===== src/rtl/bram_pp_pkg.sv =====
// rtl/bram_pp_pkg.sv - shared types and defaults for the ping-pong BRAM controller
//
// Purpose : bank state / grant encodings, default sizing constants and
//           small helpers that classify a bank state.
// Ports   : none (package)
package bram_pp_pkg;

   typedef enum logic [1:0] {
      EMPTY    = 2'd0,
      FILLING  = 2'd1,
      FULL     = 2'd2,
      DRAINING = 2'd3
   } bank_state_t;

   typedef enum logic {
      GNT_WRITE = 1'b0,
      GNT_READ  = 1'b1
   } grant_t;

   localparam int DEF_DATA_W     = 16;
   localparam int DEF_BANK_DEPTH = 8;

   // A bank accepts writer traffic until it has been completely filled.
   function automatic logic bank_writable(input bank_state_t s);
      return (s == EMPTY) || (s == FILLING);
   endfunction

   // A bank is offered to the reader only once it is complete.
   function automatic logic bank_readable(input bank_state_t s);
      return (s == FULL) || (s == DRAINING);
   endfunction

endpackage


===== src/rtl/bram_pingpong_ctrl_if.sv =====
// rtl/bram_pingpong_ctrl_if.sv - writer, reader and BRAM-port bundle
//
// Purpose : groups the writer handshake, reader handshake and BRAM port.
// Ports   : slave  - controller view (requests/bram_dout in, the rest out)
//           master - environment view (requests/bram_dout out, the rest in)
interface bram_pingpong_ctrl_if
   import bram_pp_pkg::*;
#(
   parameter int DATA_W     = DEF_DATA_W,
   parameter int BANK_DEPTH = DEF_BANK_DEPTH
);
   localparam int ADDR_W = $clog2(2 * BANK_DEPTH);

   logic              wr_req;
   logic [DATA_W-1:0] wr_data;
   logic              wr_ack;
   logic              wr_stall;

   logic              rd_req;
   logic              rd_avail;
   logic [DATA_W-1:0] rd_data;
   logic              rd_valid;
   logic              rd_last;

   logic              bram_we;
   logic [ADDR_W-1:0] bram_addr;
   logic [DATA_W-1:0] bram_din;
   logic [DATA_W-1:0] bram_dout;

   modport slave (
      input  wr_req, wr_data, rd_req, bram_dout,
      output wr_ack, wr_stall, rd_avail, rd_data, rd_valid, rd_last,
             bram_we, bram_addr, bram_din
   );

   modport master (
      output wr_req, wr_data, rd_req, bram_dout,
      input  wr_ack, wr_stall, rd_avail, rd_data, rd_valid, rd_last,
             bram_we, bram_addr, bram_din
   );

endinterface


===== src/rtl/bram_rr_arb.sv =====
// rtl/bram_rr_arb.sv - two-way round-robin arbiter for the single BRAM port
//
// Purpose : grants at most one of write/read per cycle; on contention the
//           side that did not win last time is granted.
// Ports   : clk, rst          - clock, synchronous active-high reset
//           i_req_wr/i_req_rd - eligible requests (already qualified)
//           o_gnt_wr/o_gnt_rd - same-cycle grants, mutually exclusive
module bram_rr_arb
   import bram_pp_pkg::*;
(
   input  logic clk,
   input  logic rst,
   input  logic i_req_wr,
   input  logic i_req_rd,
   output logic o_gnt_wr,
   output logic o_gnt_rd
);

   grant_t r_last_grant;

   always_comb begin
      o_gnt_wr = i_req_wr && (!i_req_rd || (r_last_grant == GNT_READ));
      o_gnt_rd = i_req_rd && (!i_req_wr || (r_last_grant == GNT_WRITE));
   end

   // Only an actual grant moves the pointer, so an idle cycle does not
   // change who wins the next contention.
   always_ff @(posedge clk) begin
      if (rst) begin
         r_last_grant <= GNT_READ;
      end else if (o_gnt_wr) begin
         r_last_grant <= GNT_WRITE;
      end else if (o_gnt_rd) begin
         r_last_grant <= GNT_READ;
      end
   end

endmodule


===== src/rtl/bram_pingpong_ctrl.sv =====
// rtl/bram_pingpong_ctrl.sv - ping-pong bank sequencer and port arbiter for the median-buffer BRAM
//
// Purpose : the writer fills one bank while the reader drains the other;
//           bank states and pointers live here, port arbitration is
//           delegated to bram_rr_arb.
// Ports   : clk, rst - clock, synchronous active-high reset
//           bus      - writer (wr_req/wr_data/wr_ack/wr_stall),
//                      reader (rd_req/rd_avail/rd_data/rd_valid/rd_last),
//                      BRAM port (bram_we/bram_addr/bram_din/bram_dout)
module bram_pingpong_ctrl
   import bram_pp_pkg::*;
#(
   parameter int DATA_W     = DEF_DATA_W,
   parameter int BANK_DEPTH = DEF_BANK_DEPTH
)(
   input  logic                 clk,
   input  logic                 rst,
   bram_pingpong_ctrl_if.slave  bus
);

   localparam int ADDR_W = $clog2(2 * BANK_DEPTH);
   localparam int IDX_W  = ADDR_W - 1;
   localparam logic [IDX_W-1:0] IDX_LAST = IDX_W'(BANK_DEPTH - 1);
   localparam logic [IDX_W-1:0] IDX_ONE  = IDX_W'(1);

   bank_state_t       r_bank_st [2];
   logic              r_wr_bank;
   logic              r_rd_bank;
   logic [IDX_W-1:0]  r_wr_idx;
   logic [IDX_W-1:0]  r_rd_idx;
   logic [ADDR_W-1:0] r_addr;
   logic              r_rd_valid;
   logic              r_rd_last;

   logic              w_wr_open;
   logic              w_rd_open;
   logic              w_wr_elig;
   logic              w_rd_elig;
   logic              w_gnt_wr;
   logic              w_gnt_rd;
   logic [ADDR_W-1:0] w_wr_addr;
   logic [ADDR_W-1:0] w_rd_addr;
   logic [ADDR_W-1:0] w_addr;

   assign w_wr_open = bank_writable(r_bank_st[r_wr_bank]);
   assign w_rd_open = bank_readable(r_bank_st[r_rd_bank]);

   // Requests are masked during reset so no access leaks out in that cycle.
   assign w_wr_elig = !rst && bus.wr_req && w_wr_open;
   assign w_rd_elig = !rst && bus.rd_req && w_rd_open;

   assign w_wr_addr = {r_wr_bank, r_wr_idx};
   assign w_rd_addr = {r_rd_bank, r_rd_idx};

   bram_rr_arb u_arb (
      .clk      (clk),
      .rst      (rst),
      .i_req_wr (w_wr_elig),
      .i_req_rd (w_rd_elig),
      .o_gnt_wr (w_gnt_wr),
      .o_gnt_rd (w_gnt_rd)
   );

   // The address follows the granted side; an idle cycle keeps the last
   // address on the port to avoid needless toggling.
   always_comb begin
      w_addr = r_addr;
      if (w_gnt_wr) begin
         w_addr = w_wr_addr;
      end else if (w_gnt_rd) begin
         w_addr = w_rd_addr;
      end
   end

   assign bus.bram_we   = w_gnt_wr;
   assign bus.wr_ack    = w_gnt_wr;
   assign bus.bram_addr = rst ? '0 : w_addr;
   assign bus.bram_din  = w_gnt_wr ? bus.wr_data : '0;
   assign bus.wr_stall  = !rst && !w_wr_open;
   assign bus.rd_avail  = !rst && w_rd_open;

   // bram_dout already carries the word addressed last cycle, so it is
   // passed straight through while the registered valid is high.
   assign bus.rd_valid  = !rst && r_rd_valid;
   assign bus.rd_last   = !rst && r_rd_last;
   assign bus.rd_data   = (!rst && r_rd_valid) ? bus.bram_dout : '0;

   // Grants are exclusive, so at most one bank changes state per cycle.
   always_ff @(posedge clk) begin
      if (rst) begin
         r_bank_st[0] <= EMPTY;
         r_bank_st[1] <= EMPTY;
         r_wr_bank    <= 1'b0;
         r_rd_bank    <= 1'b0;
         r_wr_idx     <= '0;
         r_rd_idx     <= '0;
         r_addr       <= '0;
         r_rd_valid   <= 1'b0;
         r_rd_last    <= 1'b0;
      end else begin
         r_rd_valid <= w_gnt_rd;
         r_rd_last  <= w_gnt_rd && (r_rd_idx == IDX_LAST);

         if (w_gnt_wr) begin
            r_addr <= w_wr_addr;
            if (r_wr_idx == IDX_LAST) begin
               r_bank_st[r_wr_bank] <= FULL;
               r_wr_idx             <= '0;
               r_wr_bank            <= ~r_wr_bank;
            end else begin
               r_bank_st[r_wr_bank] <= FILLING;
               r_wr_idx             <= r_wr_idx + IDX_ONE;
            end
         end else if (w_gnt_rd) begin
            r_addr <= w_rd_addr;
            if (r_rd_idx == IDX_LAST) begin
               r_bank_st[r_rd_bank] <= EMPTY;
               r_rd_idx             <= '0;
               r_rd_bank            <= ~r_rd_bank;
            end else begin
               r_bank_st[r_rd_bank] <= DRAINING;
               r_rd_idx             <= r_rd_idx + IDX_ONE;
            end
         end
      end
   end

endmodule


===== src/flat_wrapper.sv =====
// flat-port wrapper written by rule: the top's interface ports become plain ports
module bram_pingpong_ctrl_flat import bram_pp_pkg::*;
#(
   parameter int DATA_W     = DEF_DATA_W,
   parameter int BANK_DEPTH = DEF_BANK_DEPTH
)
  (clk, rst, bus_wr_req, bus_wr_data, bus_rd_req, bus_bram_dout, bus_wr_ack, bus_wr_stall, bus_rd_avail, bus_rd_data, bus_rd_valid, bus_rd_last, bus_bram_we, bus_bram_addr, bus_bram_din);
  bram_pingpong_ctrl_if #(.DATA_W(DATA_W), .BANK_DEPTH(BANK_DEPTH)) bus_i ();
  input  logic clk;
  input  logic rst;
  input wire logic [$bits(bus_i.wr_req)-1:0] bus_wr_req;
  input wire logic [$bits(bus_i.wr_data)-1:0] bus_wr_data;
  input wire logic [$bits(bus_i.rd_req)-1:0] bus_rd_req;
  input wire logic [$bits(bus_i.bram_dout)-1:0] bus_bram_dout;
  output wire logic [$bits(bus_i.wr_ack)-1:0] bus_wr_ack;
  output wire logic [$bits(bus_i.wr_stall)-1:0] bus_wr_stall;
  output wire logic [$bits(bus_i.rd_avail)-1:0] bus_rd_avail;
  output wire logic [$bits(bus_i.rd_data)-1:0] bus_rd_data;
  output wire logic [$bits(bus_i.rd_valid)-1:0] bus_rd_valid;
  output wire logic [$bits(bus_i.rd_last)-1:0] bus_rd_last;
  output wire logic [$bits(bus_i.bram_we)-1:0] bus_bram_we;
  output wire logic [$bits(bus_i.bram_addr)-1:0] bus_bram_addr;
  output wire logic [$bits(bus_i.bram_din)-1:0] bus_bram_din;
  assign bus_i.wr_req = bus_wr_req;
  assign bus_i.wr_data = bus_wr_data;
  assign bus_i.rd_req = bus_rd_req;
  assign bus_i.bram_dout = bus_bram_dout;
  assign bus_wr_ack = bus_i.wr_ack;
  assign bus_wr_stall = bus_i.wr_stall;
  assign bus_rd_avail = bus_i.rd_avail;
  assign bus_rd_data = bus_i.rd_data;
  assign bus_rd_valid = bus_i.rd_valid;
  assign bus_rd_last = bus_i.rd_last;
  assign bus_bram_we = bus_i.bram_we;
  assign bus_bram_addr = bus_i.bram_addr;
  assign bus_bram_din = bus_i.bram_din;
  bram_pingpong_ctrl #(.DATA_W(DATA_W), .BANK_DEPTH(BANK_DEPTH)) u_core (.clk(clk), .rst(rst), .bus(bus_i));
endmodule

===== config.mk =====
export PLATFORM = sky130hd
export DESIGN_NAME = bram_pingpong_ctrl_flat
export DESIGN_NICKNAME = d
export VERILOG_FILES = /design/src/rtl/bram_pp_pkg.sv /design/src/rtl/bram_pingpong_ctrl_if.sv /design/src/rtl/bram_rr_arb.sv /design/src/rtl/bram_pingpong_ctrl.sv /design/src/flat_wrapper.sv
export SDC_FILE = /design/constraint.sdc
export NUM_CORES = 1
export LEC_CHECK = 0
export CAP_MARGIN = 25
export CELL_PAD_IN_SITES_DETAIL_PLACEMENT = 1
export CELL_PAD_IN_SITES_GLOBAL_PLACEMENT = 2
export CORE_ASPECT_RATIO = 1.25
export CORE_MARGIN = 1
export CORE_UTILIZATION = 18
export CTS_CLUSTER_DIAMETER = 40
export DETAILED_ROUTE_END_ITERATION = 8
export HOLD_SLACK_MARGIN = 0.03
export PLACE_DENSITY_LB_ADDON = 0.1
export SYNTH_ARGS = -nofsm -noshare
export SYNTH_HDL_FRONTEND = slang
export SYNTH_SLANG_ARGS = --single-unit

===== constraint.sdc =====
create_clock -name clk -period 2.2 [get_ports clk]
set_clock_uncertainty 0.15 [all_clocks]
set_input_delay 0.33 -clock clk [delete_from_list [all_inputs] [get_ports clk]]
set_output_delay 0.33 -clock clk [all_outputs]
set_load 0.05 [all_outputs]

==> run summary <==
vias: 1,355
Root Buffer: clkbuf_8
fin crit share: 1.07
pin count of the biggest net entering global routing: 18
GR Util All Layers: 0.158
Yosys cell types: 35
Area Growth Syn to Fin: 154%
Final nets: 270
CTS H-tree lvls: 1
syn nets: 168
layout cell share with drive strength beyond 1: 0.489
power per cell area: 369 nW/um^2
Ys Warns: 0
DR iter-0 viols: 12
RSZ-0062 raised after global routing: true
Req. time, crit path: 1.72 ns
hold path depth: 2
I/O pin cnt: 78
Setup Crit Path Kind: flip-flop to output pin
Post-synth top flop: dfxtp_1
asr flop ratio synth: 0
Clk pin slew, worst setup/hold paths: 0.07 ns
synth cell count leaders: 17 x and2_1, 17 x dfxtp_1, 16 x and3_1, 10 x nor2_1, 8 x mux2i_1
grt ovf: 0
CTS Hold Buffers Added: 0
Cells after Synth: 128
FF-to-FF setup slack: -0.01 ns
Setup crit start kind: flip-flop
Rows: 32
number of diodes: 0
vias per cell: 4.32
final hold violations: 0
outcome: finished with violations
post-route cell area: 2900 sq um
DRC Markers: 0
RR Startpoint: u_core.r_bank_st[0][1]
ANT nets after route: 0
die width: 73.2 um
slowest CP cell: edfxtp_1
Synth Area in Adders: 0.0439
max-cap viol count: 0
Critical Path End Type: output pin
Synth Area in Simple Gates: 0.332
Compound-Gate Fraction of Synth Area: 0.129
Least-Margin Pin Slew: 0.324 ns
post-synthesis mux area share: 0.0932
area share of the largest cell type after synthesis: 0.298
length in cells of the worst reg-to-reg path: 7
wire length per cell: 15.8 um
gp weighted congestion: 0.806
vias in the first global route: 1,562
hold endpoint: u_core.r_rd_idx[0]
worst skew pair latency: 0.25 ns
CORE AREA: 6130 sq um
die area: 6660 sq um
post-synthesis xor/xnor area fraction: 0
relative slew slack: 0.784
first-pass GRT wire length: 8160 um
initial antenna violation count: 0
crit path launch: u_core.r_bank_st[0][1]
class of the worst hold path: flip-flop to flip-flop
failing checks: setup timing
Die Y: 91.0 um
Area contributors post-synth: dfxtp_1 30%, and2_1 9.3%, and3_1 8.8%
crit-path cells: buf_4 > mux2_4 > a31oi_4 > o21ai_1 > a21oi_2 > buf_12
Crit path arrival time: 1.88 ns
static leakage: 1.17 nW
CTS Buf Count: 3
end of the worst register-to-register path: u_core.r_wr_idx[0]
Syn Area/Cell: 8.91 sq um
CTS tree: built
setup ws final: -0.157 ns
Mapped Area: 1140 sq um
CTS max path bufs: 2
Placed Area: 2580 sq um
HPWL after DPL: 3860 um
cell taking the most area after synthesis: dfxtp_1
CP max FO: 3
Slew Limit Fails: 0
largest family of logic cells by synthesized area: simple AND/OR/NAND/NOR gates
fmax: 424 MHz
CTS sink count: 19
CP peak stage delay: 0.41 ns
fin crit period: 2.36 ns
DR pass1 iterations: 4
final setup violation count: 23
Peak VDD IR: 0.244 mV
Starting Density: 0.186
total wire length: 4960 um
pre-CTS setup slack: -0.216 ns
number of synthesized register bits: 19
EDFF count, synth: 2
WHS: 0.365 ns
Hold Path Origin: u_core.r_rd_idx[0]
total power: 0.00107 W
Seq/Total Area, Yosys: 0.351
# port buffers: 77
[area by class of cell]
cell class / instances / area [sq um]
fillers: 649 / 3220
repair buffers: 105 / 1410
multi-input cells: 96 / 917
flip-flops and latches: 19 / 402
well taps: 85 / 106
clock buffers: 3 / 41.3
inverters: 5 / 18.8
clock inverters: 1 / 5.00
[report_power, final]
part | internal [W] | total, W | switching, W
sequential | 0.000364 | 0.000376 | 0.0000116
combinational | 0.000241 | 0.000455 | 0.000214
clock | 0.000126 | 0.000241 | 0.000116
total | 0.000731 | 0.00107 | 0.000341
[placed cells by master (no fill, tap or decap), drive strengths merged, types with 5 or more instances in the layout]
cell,netlist,routed
inv,5,5
and3,16,16
buf,3,70
clkdlybuf4s50,0,32
and2,17,17
dfxtp,17,17
nor2,10,10
mux2i,8,8
[per-stage QoR]
stage          std cells  setup TNS [ns]   util
4_1_cts              313           -1.98  0.471
3_5_place_dp         300           -4.16  0.422
2_1_floorplan        128         -0.0370      -
3_3_place_gp         300           -2.59  0.422
5_1_grt              314           -4.37  0.474
6_report             314           -1.96  0.474
[critical path: cells and delay by family, from the launching register on]
kind,cells,cell delay (ns)
flops,1,0.41
compound gates,3,0.56
mux,1,0.32
buf+inv,2,0.34
[per-layer routing]
metal / vias up / share of wire / track usage
met3: 6 / 0.049 / 0.0211
met1: 641 / 0.37 / 0.168
met4: 0 / 0.016 / 0.0343
li1: 660 / - / -
met5: - / 0 / 0
met2: 48 / 0.56 / 0.314
[how the worst max path moves through the flow]
stage	to	cells after the start
6_report	bus_bram_addr[3]	6
2_1_floorplan	bus_bram_addr[1]	4
3_5_place_dp	bus_bram_addr[1]	6
5_1_grt	bus_bram_addr[1]	7
3_3_place_gp	bus_bram_addr[1]	6
4_1_cts	bus_bram_addr[2]	6
[repair_timing]
action                     CTS  global route
pin swaps                   10             4
setup buffers                8             1
resized for setup           41             2
gates cloned                 2             0
setup endpoints to repair   22            23
[cells by family (layout without fill, tap and decap cells)]
logic type,Yosys count,after routing
AOI/OAI and AO/OA,19,19
adders and majority gates,4,4
muxes,10,10
and+or+nand+nor,63,63
DFF,19,19
buffers and inverters,13,114
No activity file was read; power rests on OpenSTA's default activity.
==> RTL change, RTL diff (config.mk and constraints unchanged) <==
The package constant `DEF_DATA_W` goes from 16 to 14.
--- a/src/rtl/bram_pp_pkg.sv
+++ b/src/rtl/bram_pp_pkg.sv
@@ -17,7 +17,7 @@
       GNT_READ  = 1'b1
    } grant_t;
 
-   localparam int DEF_DATA_W     = 16;
+   localparam int DEF_DATA_W     = 14;
    localparam int DEF_BANK_DEPTH = 8;
 
    // A bank accepts writer traffic until it has been completely filled.
Ports: changed (resized bus_bram_din, bus_bram_dout, bus_rd_data and bus_wr_data); port bits go from 78 to 70. The function was not compared with the original's and may differ.
==> RTL change against the original RTL <==
  * The flow still finishes with violations (setup timing)
  * Critical path depth fell by 1
  * Setup slack improved by 0.12 ns
  * Area after synthesis fell by 3.6%
  * Sequential share of layout area rose by 2.6 points
  * Routed wire length fell by 12%
  * Global-route usage fell by 1.7 points
  * Design area fell by 15%
  * Utilization fell by 5.3 points
  * Sequential cell count did not move
  * Non-clock buffer count fell by 21
  * Power fell by 11%
  * Largest cell class unchanged
  * Highest routed layer unchanged
==> RTL change: results (changes against the original RTL) <==
clocking:
  insertion_delay_ns: 0.26
  numCtsBuffers: 3  # unchanged
  clk_path_buf_depth: 2  # unchanged
  cts.clk_slew.worst_paths_ns: 0.07  # about the same
yosys:
  synth_common_cells: "dfxtp_1 (17), and2_1 (15), and3_1 (15)"
  ys_types: 33  # -5.7%
  syn-num-nets: 165  # -1.8%
  yosys-top-cells-area: "dfxtp_1 (31%), and2_1 (8.5%), and3_1 (8.5%)"
  async_reset_ff_share_pct: 0  # unchanged
  synth_edf_count: 2  # unchanged
  syn_inst: 129  # +0.78%
  ys_seq_area_share_pct: 36.41  # +1.3 points
global_route:
  grt_antenna_before_repair: 0  # unchanged
  grt_first_pass_wirelength_um: 6851  # -16%
  grt_pass1_vias: 1304  # -17%
  grtUsageTotal_pct: 14.13  # -1.7 points
drt:
  wl_per_cell_um: 14.94  # -5.5%
  wl_met1_um: 1472  # -20%
  avgViaCountPerCell: 4.336  # +0.47%
  wl_met2_um: 2622  # -6.1%
  first_pass_iters: 3  # -1
  met3_wirelength_um: 239  # -2.4%
  drt_iter0_drc: 41  # +29
placed_design:
  gp_congestion: 0.7676  # -4.8%
  place_inst: 286  # -4.7%
  dp_hpwl_um: 3652  # -5.4%
  io_buffers: 69  # -10%
status:
  violations: "setup timing"
  status: "finished, violations left"
finish:
  layoutNonFillerInstCount: 292  # -7.0%
  nFillCells: 645  # -0.62%
  nNetsFinal: 247  # -8.5%
  antennaDiodeCount: 0  # unchanged
  drive_above_1_share_pct: 38.57  # -10 points
worst_setup_path:
  slowest_delay_ns: 0.43  # +0.02 ns
  critPathSlowestCell: "edfxtp_1"
  startpoint: "u_core.r_bank_st[0][1]"
  crit_arrival_ns: 1.76  # -0.12 ns
  path_max_fanout: 7  # +4
sta:
  slew_headroom_pct: 81.31  # +2.9 points
  finalSetupViolations: 5  # -78%
  fin_ws_ns: -0.03772  # +0.1193 ns
pwr:
  power_switching_share_pct: 30.30  # -1.5 points
  vdd_drop_max_mv: 0.1913  # -22%
  leakage_nw: 1.019  # -13%
worst_hold_path:
  min_from: "u_core.r_wr_idx[1]"
==> RTL change: cell type report <==
class                           count  area [µm²]  share of cell area, %
Timing Repair Buffer               84        1161                  47.08
Multi-Input combinational cell     94       719.4                  29.17
Sequential cell                    19       404.1                  16.39
Tap cell                           82       102.6                  4.160
Clock buffer                        4       45.04                  1.826
Inverter                            9       33.78                  1.370
==> RTL change: stage by stage <==
step	utilization, %	worst slack [ns]	setup TNS (ns)	cell area (µm²)	hold slack, ns
finish	42.11	-0.03772	-0.08804	2466	0.3759
global route	42.11	-0.09945	-1.215	2466	0.4007
CTS	41.87	-0.04730	-0.3676	2452	0.3771
detailed placement	38.99	-0.2227	-3.553	2283	0.3593
global placement	38.99	-0.1761	-2.178	2283	0.3260
floorplan	-	0.008304	0	1107	0.2985
==> RTL change: final timing paths <==
path	slack (ns)	cells past startpoint	end
max	-0.04	5	bus_bram_addr[1]
min	0.38	2	u_core.r_wr_idx[1]
max reg2reg	0.32	5	u_core.r_wr_idx[0]
min reg2reg	0.38	2	u_core.r_wr_idx[1]
==> RTL change: power groups by stage <==
stage          Clock (mW)  Sequential (mW)  Combinational (mW)
6_report            0.243            0.370               0.346
5_1_grt             0.269            0.371               0.365
4_1_cts             0.253            0.371               0.347
3_5_place_dp            0            0.378               0.322
3_3_place_gp            0            0.378               0.316
2_1_floorplan           0            0.376               0.150
==> RTL change: metal layers <==
| layer | track usage [%] | vias up |
|---|---|---|
| met5 | 0 | - |
| met4 | 3.209 | 0 |
| met3 | 2.480 | 4 |
| met2 | 30.87 | 57 |
| met1 | 13.25 | 588 |
| li1 | - | 617 |
==> RTL change: cell families after synthesis <==
logic type	share of synthesized area (%)
buf+inv	7.052
mux	4.436
fa+ha+maj	4.551
simple gates	31.74
compound gates	15.81
flops	36.41
==> RTL change: critical path, delay by kind of cell, from the launching register on <==
kind / cells / cell delay, ns
muxes: 1 / 0.25
DFF: 1 / 0.43
AOI/OAI and AO/OA: 1 / 0.31
buffers and inverters: 1 / 0.16
and+or+nand+nor: 2 / 0.35
==> RTL change: what timing repair did <==
action	in CTS	in global routing
hold endpoints to repair	0	0
setup buffers	1	1
pin swaps	0	1
resized for setup	28	2
endpoints found under the setup margin	34	20
